**config.mk**
```make
export PLATFORM = sky130hd
export DESIGN_NAME = id_stage
export DESIGN_NICKNAME = d
export VERILOG_FILES = /design/src/rtl/mips_defs.sv /design/src/rtl/id_stage_grf.sv /design/src/rtl/id_stage.sv
export SDC_FILE = /design/constraint.sdc
export NUM_CORES = 2
export LEC_CHECK = 0
export ABC_AREA = 0
export BUFFER_PORTS_ARGS = -buffer_cell sky130_fd_sc_hd__buf_4
export CORE_MARGIN = 4
export CORE_UTILIZATION = 35
export DETAILED_ROUTE_END_ITERATION = 12
export PLACE_DENSITY = 0.56
export SKIP_LAST_GASP = 1
export SLEW_MARGIN = 5
export SYNTH_ARGS = -nofsm -noshare
export SYNTH_HDL_FRONTEND = slang
export SYNTH_SLANG_ARGS = --single-unit
```
**constraint.sdc**
```tcl
create_clock -name clk -period 8.85 [get_ports clk]
set_clock_uncertainty 0.1 [all_clocks]
set_input_delay 1.77 -clock clk [delete_from_list [all_inputs] [get_ports clk]]
set_output_delay 1.77 -clock clk [all_outputs]
set_load 0.02 [all_outputs]
```
**src/rtl/mips_defs.sv**
```systemverilog
`default_nettype none
// ============================================================================
//  Package : mips_defs
//  Shared MIPS decode constants: opcodes, funct codes, REGIMM rt codes,
//  operand forwarding-select encodings and the reset PC.
//  Rev 1.0 - initial release
// ============================================================================
package mips_defs;

    // Primary opcodes (instr[31:26])
    localparam logic [5:0] OP_SPECIAL = 6'b000000;
    localparam logic [5:0] OP_REGIMM  = 6'b000001;
    localparam logic [5:0] OP_J       = 6'b000010;
    localparam logic [5:0] OP_JAL     = 6'b000011;
    localparam logic [5:0] OP_BEQ     = 6'b000100;
    localparam logic [5:0] OP_BNE     = 6'b000101;
    localparam logic [5:0] OP_BLEZ    = 6'b000110;
    localparam logic [5:0] OP_BGTZ    = 6'b000111;
    localparam logic [5:0] OP_ANDI    = 6'b001100;
    localparam logic [5:0] OP_ORI     = 6'b001101;
    localparam logic [5:0] OP_XORI    = 6'b001110;
    localparam logic [5:0] OP_LUI     = 6'b001111;

    // SPECIAL funct codes (instr[5:0])
    localparam logic [5:0] FUNCT_JR   = 6'b001000;

    // REGIMM rt field selects the condition
    localparam logic [4:0] RT_BLTZ    = 5'b00000;
    localparam logic [4:0] RT_BGEZ    = 5'b00001;

    // Operand source selects; both 0 and 3 read the register file
    typedef enum logic [1:0] {
        FWD_GRF  = 2'd0,
        FWD_EM   = 2'd1,
        FWD_MW   = 2'd2,
        FWD_GRF3 = 2'd3
    } fwd_sel_e;

    localparam logic [31:0] RESET_PC = 32'h0000_3000;

endpackage : mips_defs
`default_nettype wire

```
**src/rtl/id_stage_grf.sv**
```systemverilog
`default_nettype none
// ============================================================================
//  Module : grf
//  32 x 32 general register file, two combinational read ports, one write
//  port. $0 is hard-wired to zero; a write in flight is bypassed to reads
//  of the same address in the same cycle.
//  Rev 1.0 - initial release
// ============================================================================
module grf (
    input  logic        clk,
    input  logic        reset,
    input  logic        we_i,
    input  logic [4:0]  waddr_i,
    input  logic [31:0] wdata_i,
    input  logic [4:0]  raddr1_i,
    input  logic [4:0]  raddr2_i,
    output logic [31:0] rdata1_o,
    output logic [31:0] rdata2_o
);

    logic [31:0] regs_q [32];
    logic        wr_active;

    assign wr_active = we_i && (waddr_i != 5'd0);

    // Register array: synchronous clear, writes to $0 dropped
    always_ff @(posedge clk) begin
        if (reset) begin
            for (int i = 0; i < 32; i++) begin
                regs_q[i] <= 32'h0;
            end
        end else if (wr_active) begin
            regs_q[waddr_i] <= wdata_i;
        end
    end

    // Read port 1 with same-cycle write bypass
    always_comb begin
        rdata1_o = regs_q[raddr1_i];
        if (raddr1_i == 5'd0) begin
            rdata1_o = 32'h0;
        end else if (wr_active && (waddr_i == raddr1_i)) begin
            rdata1_o = wdata_i;
        end
    end

    // Read port 2 with same-cycle write bypass
    always_comb begin
        rdata2_o = regs_q[raddr2_i];
        if (raddr2_i == 5'd0) begin
            rdata2_o = 32'h0;
        end else if (wr_active && (waddr_i == raddr2_i)) begin
            rdata2_o = wdata_i;
        end
    end

endmodule : grf
`default_nettype wire

```
**src/rtl/id_stage.sv**
```systemverilog
`default_nettype none
// ============================================================================
//  Module : id_stage
//  MIPS instruction-decode stage: IF/ID register, register file, operand
//  forwarding muxes, immediate extension and control-transfer resolution
//  (branches, j/jal, jr) with one architectural delay slot.
//  Rev 1.0 - initial release
// ============================================================================
module id_stage #(
    parameter logic [31:0] RESET_PC = mips_defs::RESET_PC
) (
    input  logic        clk,
    input  logic        reset,
    input  logic [31:0] if_instr,
    input  logic [31:0] if_pc4,
    input  logic        id_en,
    input  logic        wb_we,
    input  logic [4:0]  wb_waddr,
    input  logic [31:0] wb_wdata,
    input  logic [1:0]  fwd_rs_sel,
    input  logic [1:0]  fwd_rt_sel,
    input  logic [31:0] fwd_em_data,
    input  logic [31:0] fwd_mw_data,
    output logic [31:0] id_instr,
    output logic [31:0] id_pc4,
    output logic [31:0] rs_data,
    output logic [31:0] rt_data,
    output logic [31:0] ext_imm,
    output logic [31:0] npc,
    output logic        npc_sel
);

    import mips_defs::OP_SPECIAL, mips_defs::OP_REGIMM, mips_defs::OP_J,
           mips_defs::OP_JAL, mips_defs::OP_BEQ, mips_defs::OP_BNE,
           mips_defs::OP_BLEZ, mips_defs::OP_BGTZ, mips_defs::OP_ANDI,
           mips_defs::OP_ORI, mips_defs::OP_XORI, mips_defs::OP_LUI,
           mips_defs::FUNCT_JR, mips_defs::RT_BLTZ, mips_defs::RT_BGEZ,
           mips_defs::FWD_EM, mips_defs::FWD_MW;

    logic [31:0] instr_q, instr_d;
    logic [31:0] pc4_q,   pc4_d;

    logic [5:0]  opcode;
    logic [4:0]  rs_addr;
    logic [4:0]  rt_addr;
    logic [5:0]  funct;
    logic [15:0] imm;
    logic [25:0] jidx;
    logic [31:0] grf_rs;
    logic [31:0] grf_rt;
    logic [31:0] br_target;

    // IF/ID next state: load on id_en, otherwise hold
    always_comb begin
        instr_d = instr_q;
        pc4_d   = pc4_q;
        if (id_en) begin
            instr_d = if_instr;
            pc4_d   = if_pc4;
        end
    end

    // IF/ID register; reset injects a nop at RESET_PC and wins over id_en
    always_ff @(posedge clk) begin
        if (reset) begin
            instr_q <= 32'h0;
            pc4_q   <= RESET_PC;
        end else begin
            instr_q <= instr_d;
            pc4_q   <= pc4_d;
        end
    end

    assign id_instr = instr_q;
    assign id_pc4   = pc4_q;

    assign opcode  = instr_q[31:26];
    assign rs_addr = instr_q[25:21];
    assign rt_addr = instr_q[20:16];
    assign funct   = instr_q[5:0];
    assign imm     = instr_q[15:0];
    assign jidx    = instr_q[25:0];

    grf u_grf (
        .clk      (clk),
        .reset    (reset),
        .we_i     (wb_we),
        .waddr_i  (wb_waddr),
        .wdata_i  (wb_wdata),
        .raddr1_i (rs_addr),
        .raddr2_i (rt_addr),
        .rdata1_o (grf_rs),
        .rdata2_o (grf_rt)
    );

    // Operand forwarding muxes; codes 0 and 3 both take the register file
    always_comb begin
        rs_data = grf_rs;
        rt_data = grf_rt;
        case (fwd_rs_sel)
            FWD_EM:  rs_data = fwd_em_data;
            FWD_MW:  rs_data = fwd_mw_data;
            default: rs_data = grf_rs;
        endcase
        case (fwd_rt_sel)
            FWD_EM:  rt_data = fwd_em_data;
            FWD_MW:  rt_data = fwd_mw_data;
            default: rt_data = grf_rt;
        endcase
    end

    // Immediate extension: lui shifts up, logical immediates zero-extend
    always_comb begin
        ext_imm = {{16{imm[15]}}, imm};
        if (opcode == OP_LUI) begin
            ext_imm = {imm, 16'h0};
        end else if ((opcode == OP_ANDI) || (opcode == OP_ORI) || (opcode == OP_XORI)) begin
            ext_imm = {16'h0, imm};
        end
    end

    assign br_target = pc4_q + {{14{imm[15]}}, imm, 2'b00};

    // Control-transfer resolution; npc defaults to the branch target so it
    // stays deterministic when no transfer is taken
    always_comb begin
        npc     = br_target;
        npc_sel = 1'b0;
        case (opcode)
            OP_BEQ:  npc_sel = (rs_data == rt_data);
            OP_BNE:  npc_sel = (rs_data != rt_data);
            OP_BLEZ: npc_sel = ($signed(rs_data) <= 32'sd0);
            OP_BGTZ: npc_sel = ($signed(rs_data) >  32'sd0);
            OP_REGIMM: begin
                if (rt_addr == RT_BLTZ) begin
                    npc_sel = rs_data[31];
                end else if (rt_addr == RT_BGEZ) begin
                    npc_sel = ~rs_data[31];
                end
            end
            OP_J, OP_JAL: begin
                npc     = {pc4_q[31:28], jidx, 2'b00};
                npc_sel = 1'b1;
            end
            OP_SPECIAL: begin
                if (funct == FUNCT_JR) begin
                    npc     = rs_data;
                    npc_sel = 1'b1;
                end
            end
            default: npc_sel = 1'b0;
        endcase
    end

endmodule : id_stage
`default_nettype wire

```
# --- Word level (Yosys, flattened, before mapping) ---
# Memories as Yosys holds them, arrays and structs flattened. A register that Yosys moved wholly into a read port is not among the register bits.
# Cells that the tools add are included.
classes:
  shift: 0
  bitwise: 1
  mul: 0
  n_lt_le_gt_ge: 2
  div: 0
  n_reduce_logical: 11
  add_sub_neg: 1
  n_eq_ne: 21
  muxes: 26
op_table:
  columns: ["cell", "count"]
  rows:
  - ["32-bit 2-to-1 mux", 8]
  - ["32-bit case mux with 2 select lines", 3]
  - ["32-bit adder", 1]
  - ["32-bit equality test", 1]
  - ["32-bit by 1-bit > comparator with 1-bit output (second input constant)", 1]
  - ["32-bit by 1-bit <= comparator with 1-bit output (second input constant)", 1]
  - ["32-bit != test", 1]
  - ["32-bit OR reduction", 1]
  - ["6-bit by 4-bit equality test with 1-bit output (second input constant)", 5]
  - ["5-bit 2-to-1 mux", 5]
  - ["6-bit by 3-bit equality test with 1-bit output (second input constant)", 4]
  - ["6-bit by 2-bit equality test with 1-bit output (second input constant)", 2]
  - ["5-bit equality test", 2]
  - ["5-bit logical NOT", 2]
  - ["1-bit 2-to-1 mux", 9]
  - ["1-bit case mux with 7 select lines", 1]
  - ["6-bit by 1-bit equality test with 1-bit output (second input constant)", 1]
  - ["6-bit logical NOT", 1]
  - ["5-bit by 1-bit equality test with 1-bit output (second input constant)", 1]
  - ["5-bit nonzero test", 1]
  - ["2-bit by 1-bit equality test with 1-bit output (second input constant)", 2]
  - ["2-bit equality test (second input constant)", 2]
  - ["1-bit logical AND", 3]
  - ["1-bit logical OR", 2]
  - ["2 further kinds", 2]
word_totals:
  inputBits: 173
  romBits: 0
  mem_count: 1
  ram_bits: 1024
  latchBits: 0
  reg_bits: 64
  output_inout_bits: 193
  word_cells: 65
mem_list:
  columns: ["memory", "depth", "width", "read_ports", "rd_clocked_by_memory_dff", "write_ports", "line", "text"]
  rows:
  - ["u_grf.regs_q", 32, 32, 2, 2, 32, "id_stage_grf.sv:21", "logic [31:0] regs_q [32];"]

# --- Logic depth before layout (Yosys ltp) ---
depth:
  ltp_word: 10
  depth_mapped: 17
  depth_no_buf: 13

# --- Cells and area by module ---
# A second synthesis with hierarchy kept.
unflattened:
  hier_cells: 4775
  hier_area_um2: 62072.0
modules_own_cells:
  columns: ["mod", "seq_area_each_um2", "area_each_um2", "n_inst", "cells_each"]
  rows:
  - ["grf", 30749.5, 55723.4, 1, 3918]
  - ["id_stage", 1281.2, 6348.6, 1, 857]

# --- Worst setup path after synthesis ---
# Ideal clock, no wire load.
synth_path:
  path_type: "input to output"
  startpoint: "in fwd_rs_sel[0]"
  endpoint: "out npc_sel"
  stages: 13
  arrival_ns: 4.536
  path_buffers: 2
  setup_slack_ns: 2.444
  cell_sequence: "inv_1 -> ha_1 -> clkbuf_1 -> o21ai_1 -> nor4_1 -> clkbuf_1 -> a221o_1 -> xor2_1 -> nor4_1 -> nand4_1 -> nand4bb_1 -> mux2i_1 -> nand2_1"
synth_via:
  word_cells_on_any_way: 11
  cone_classes: "order compare (2); eq/ne (4); mux (4); bitwise (1)"
synth_rtl:
  columns: ["item", "line", "text"]
  rows:
  - ["start, declared", "id_stage.sv:20", "input logic [1:0] fwd_rs_sel,"]
  - ["2-bit equality test or 2-bit by 1-bit equality test with 1-bit output (tied branches)", "id_stage.sv:100", "case (fwd_rs_sel)"]
  - ["32-bit case mux with 2 select lines (*)", "id_stage.sv:100", null]
  - ["via rs_data[0]", "id_stage.sv:26", "output logic [31:0] rs_data,"]
  - ["32-bit by 1-bit > comparator with 1-bit output, or another cell as far along", "id_stage.sv:133", "OP_BGTZ: npc_sel = ($signed(rs_data) > 32'sd0);"]
  - ["1-bit case mux with 7 select lines (*)", "id_stage.sv:129", "case (opcode)"]
  - ["end, declared", "id_stage.sv:30", "output logic npc_sel"]
# Mark *: on every way through the listed nets, which the timed path passes. The rest lies on a longest branch.

==> results_dict.tcl <==
set metrics [dict create \
    yosys-top-cells-area "edfxtp_1, mux4_2, and2_1" \
    yosys.area_share.simple 0.1489 \
    dp_cells 7204 \
    critPathLaunchType "flop" \
    required_ns 6.98 \
    dr.pass1.iters 6 \
    wl_um 282100 \
    vias 46127 \
    synthCells 4790 \
    p_per_area_nw_per_um2 195.7 \
    setup_viol 0 \
    cts_hold_buffers 0 \
    synth_edf_count 1024 \
    clock_latency_ns 0.78 \
    htreeDepth 4 \
    viasPerCell 6.178 \
    grtUsageTotal 0.3010 \
    failed_checks "max-capacitance violations, max-slew violations" \
    core_sq_um 174400 \
    synthXorXnorAreaFrac 0.009236 \
    io-pin-count 366 \
    synthToLayoutAreaGrowth_pct 15.68 \
    fin_crit_sh 0.9509 \
    arrival_ns 6.55 \
    synth_top_family_by_area "multiplexers" \
    status "complete, but fails checks" \
    cts_resized 0 \
    period_needed_ns 8.415 \
    clock_sinks 1098 \
    placed_area_sq_um 67050 \
    fin_setup_tns_ns 0 \
    post_cts_buffers 0 \
    synthFlopType "edfxtp_1" \
    cts_tree "done" \
    regArea_sq_um 32250 \
    gp_congestion 1.003 \
    initial_core_util 0.3534 \
    fin_nets 5220 \
    wl_per_cell_um 37.78 \
    setup_ws_ns 0.4348 \
    fin_util 0.4088 \
    grt_pass1_vias 43968 \
    io_buffers 365 \
    root_buffer "clkbuf_16" \
    ys_async_sr_fraction 0 \
    leakage_nw 25.13 \
    fmax_mhz 118.8 \
    finalHoldViolCount 0 \
    synthAdderAreaFrac 0.007024 \
    slew_headroom -0.02061 \
    slew_viol_final 2 \
    yosysTopAreaCellShare 0.4989 \
    numCtsBuffers 132 \
    drcViolationCount 0 \
    die_h_um 427.7 \
    ys_ff_latch 1098 \
    synth_most_common_cell "edfxtp_1" \
    grt_max_degree 94 \
    drive_gt1_frac 0.2215 \
    synth-compound-area-share 0.07896 \
    fp-row-count 153 \
    min_from "id_pc4[11]$_SDFFE_PP0P_" \
    crit_type "flop to output port" \
    yosysSeqAreaShare 0.5229 \
    worstMarginPinSlew_ns 1.519 \
    synth_cell_types 79 \
    grt_overflow 0 \
    worstPathMaxFanout 38 \
    final-instance-count-excl-fill 7466 \
    synth.mux.area_fraction 0.1961 \
    dieWidth_um 427.7 \
    num-fill-cells 16163 \
    clock_path_buffers 3 \
    grt_pass1_wl_um 378300 \
    timing.rr.start "id_instr[21]$_SDFFE_PP0P_" \
    multiInputGateArea_sq_um 27620 \
    ant_nets 0 \
    cp-end-kind "output port" \
    synth.avg_cell_area_sq_um 12.87 \
    maxCapViolCount 1 \
    synth_common_cells "edfxtp_1, and2_1, mux2i_1" \
    dp_slack_ns 1.063 \
    rsz0062_at_grt "no" \
    vdd_drop_max_mv 0.1291 \
    drt_iter0_drc 7128 \
    syn-cell-area_sq_um 61640 \
    dieArea_sq_um 182900 \
    hp-class "flop to flop" \
    antenna_found_initial 28 \
    stdcell_area_sq_um 71300 \
    synth_warnings 0 \
    hpwl_um 184500 \
    synth_largest_area_cell "edfxtp_1" \
    path_clk_slew_ns 0.06 \
]
-- placed cells by master (no fill, tap or decap), drive strengths merged, types with 7 or more instances in the layout --
cell type / Yosys / layout
mux2i: 481 / 481
a211o: 7 / 7
nand2b: 16 / 16
nand3: 67 / 67
nand4: 27 / 27
a22oi: 243 / 243
xnor2: 40 / 40
inv: 38 / 44
a221o: 31 / 31
o2bb2ai: 14 / 14
a31oi: 21 / 21
mux4: 318 / 318
dfxtp: 74 / 74
o221ai: 14 / 14
nand2: 134 / 134
a21oi: 62 / 62
nor2b: 31 / 31
buf: 146 / 520
edfxtp: 1024 / 1024
ha: 33 / 33
mux2: 10 / 10
conb: 1 / 32
o21ai: 78 / 78
a211oi: 18 / 18
or2: 37 / 37
clkbuf: 316 / 174
nor3: 41 / 41
or3: 9 / 9
clkinv: 3 / 57
nor4: 12 / 12
a221oi: 32 / 32
xor2: 25 / 25
a21o: 29 / 29
and2: 997 / 997
o22ai: 78 / 78
nor2: 190 / 190
o211ai: 16 / 16
diode: 0 / 22
-- cell families (layout without fill, tap and decap cells) --
family          Yosys count  after routing
compound gates          679            679
fa+ha+maj                34             34
simple gates           1601           1601
flops                  1098           1098
mux                     809            809
buf+inv                 503            801
xor+xnor                 65             65
other cells               1             54
-- flip-flops by register name, indices dropped and copies added (netlist names), named ones only --
register and flops:
id_pc4 32, id_instr 32, u_grf.regs_q 1024
-- metal layers --
layer | vias to the layer above | share of wire | global-route usage
met1 | 23689 | 0.38 | 0.3867
met3 | 668 | 0.12 | 0.09265
met2 | 3161 | 0.44 | 0.4480
met4 | 6 | 0.068 | 0.1779
li1 | 18603 | - | -
met5 | - | 0.00013 | 0
-- stage by stage --
| step | total power, W | hold slack (ns) |
|---|---|---|
| after detailed placement | 0.008626 | 0.4331 |
| after global routing | 0.01429 | 0.4855 |
| after floorplan | 0.007465 | 0.4950 |
| final | 0.01396 | 0.4434 |
| after global placement | 0.008615 | 0.4199 |
| after CTS | 0.01395 | 0.4442 |
-- final timing paths --
| kind | endpoint | slack, ns | cells after the start |
|---|---|---|---|
| setup reg to reg | id_instr[21]$_SDFFE_PP0P_ | 6.98 | 2 |
| hold / removal | id_pc4[11]$_SDFFE_PP0P_ | 0.44 | 2 |
| hold reg to reg | id_pc4[11]$_SDFFE_PP0P_ | 0.44 | 2 |
| setup / recovery | npc_sel | 0.43 | 12 |
-- cell type report --
class,count,share of cell area
repair buffers,520,0.05773
multi-input cells,3220,0.3874
well taps,2325,0.04080
flip-flops and latches,1098,0.4523
inverters,41,0.002158
diodes,22,0.0007721
clock buffers,174,0.05057
clock inverters,66,0.008230
-- where the power goes --
part / internal, W / switching, W
Sequential: 0.00596 / 0.000206
Clock: 0.00304 / 0.00234
Combinational: 0.000839 / 0.00157
-- worst max-delay path, stage by stage (launching register included) --
cell	delay [ns]
dfxtp_4	0.90
buf_4	0.49
mux4_2	0.55
a22oi_1	0.50
nand4_1	0.30
a221oi_1	0.93
xnor2_1	0.35
nor4_1	0.54
and4b_1	0.28
nand4bb_1	0.32
mux2i_1	0.25
nand2_1	0.13
buf_4	0.18
Power figures use the tool's default switching activity.
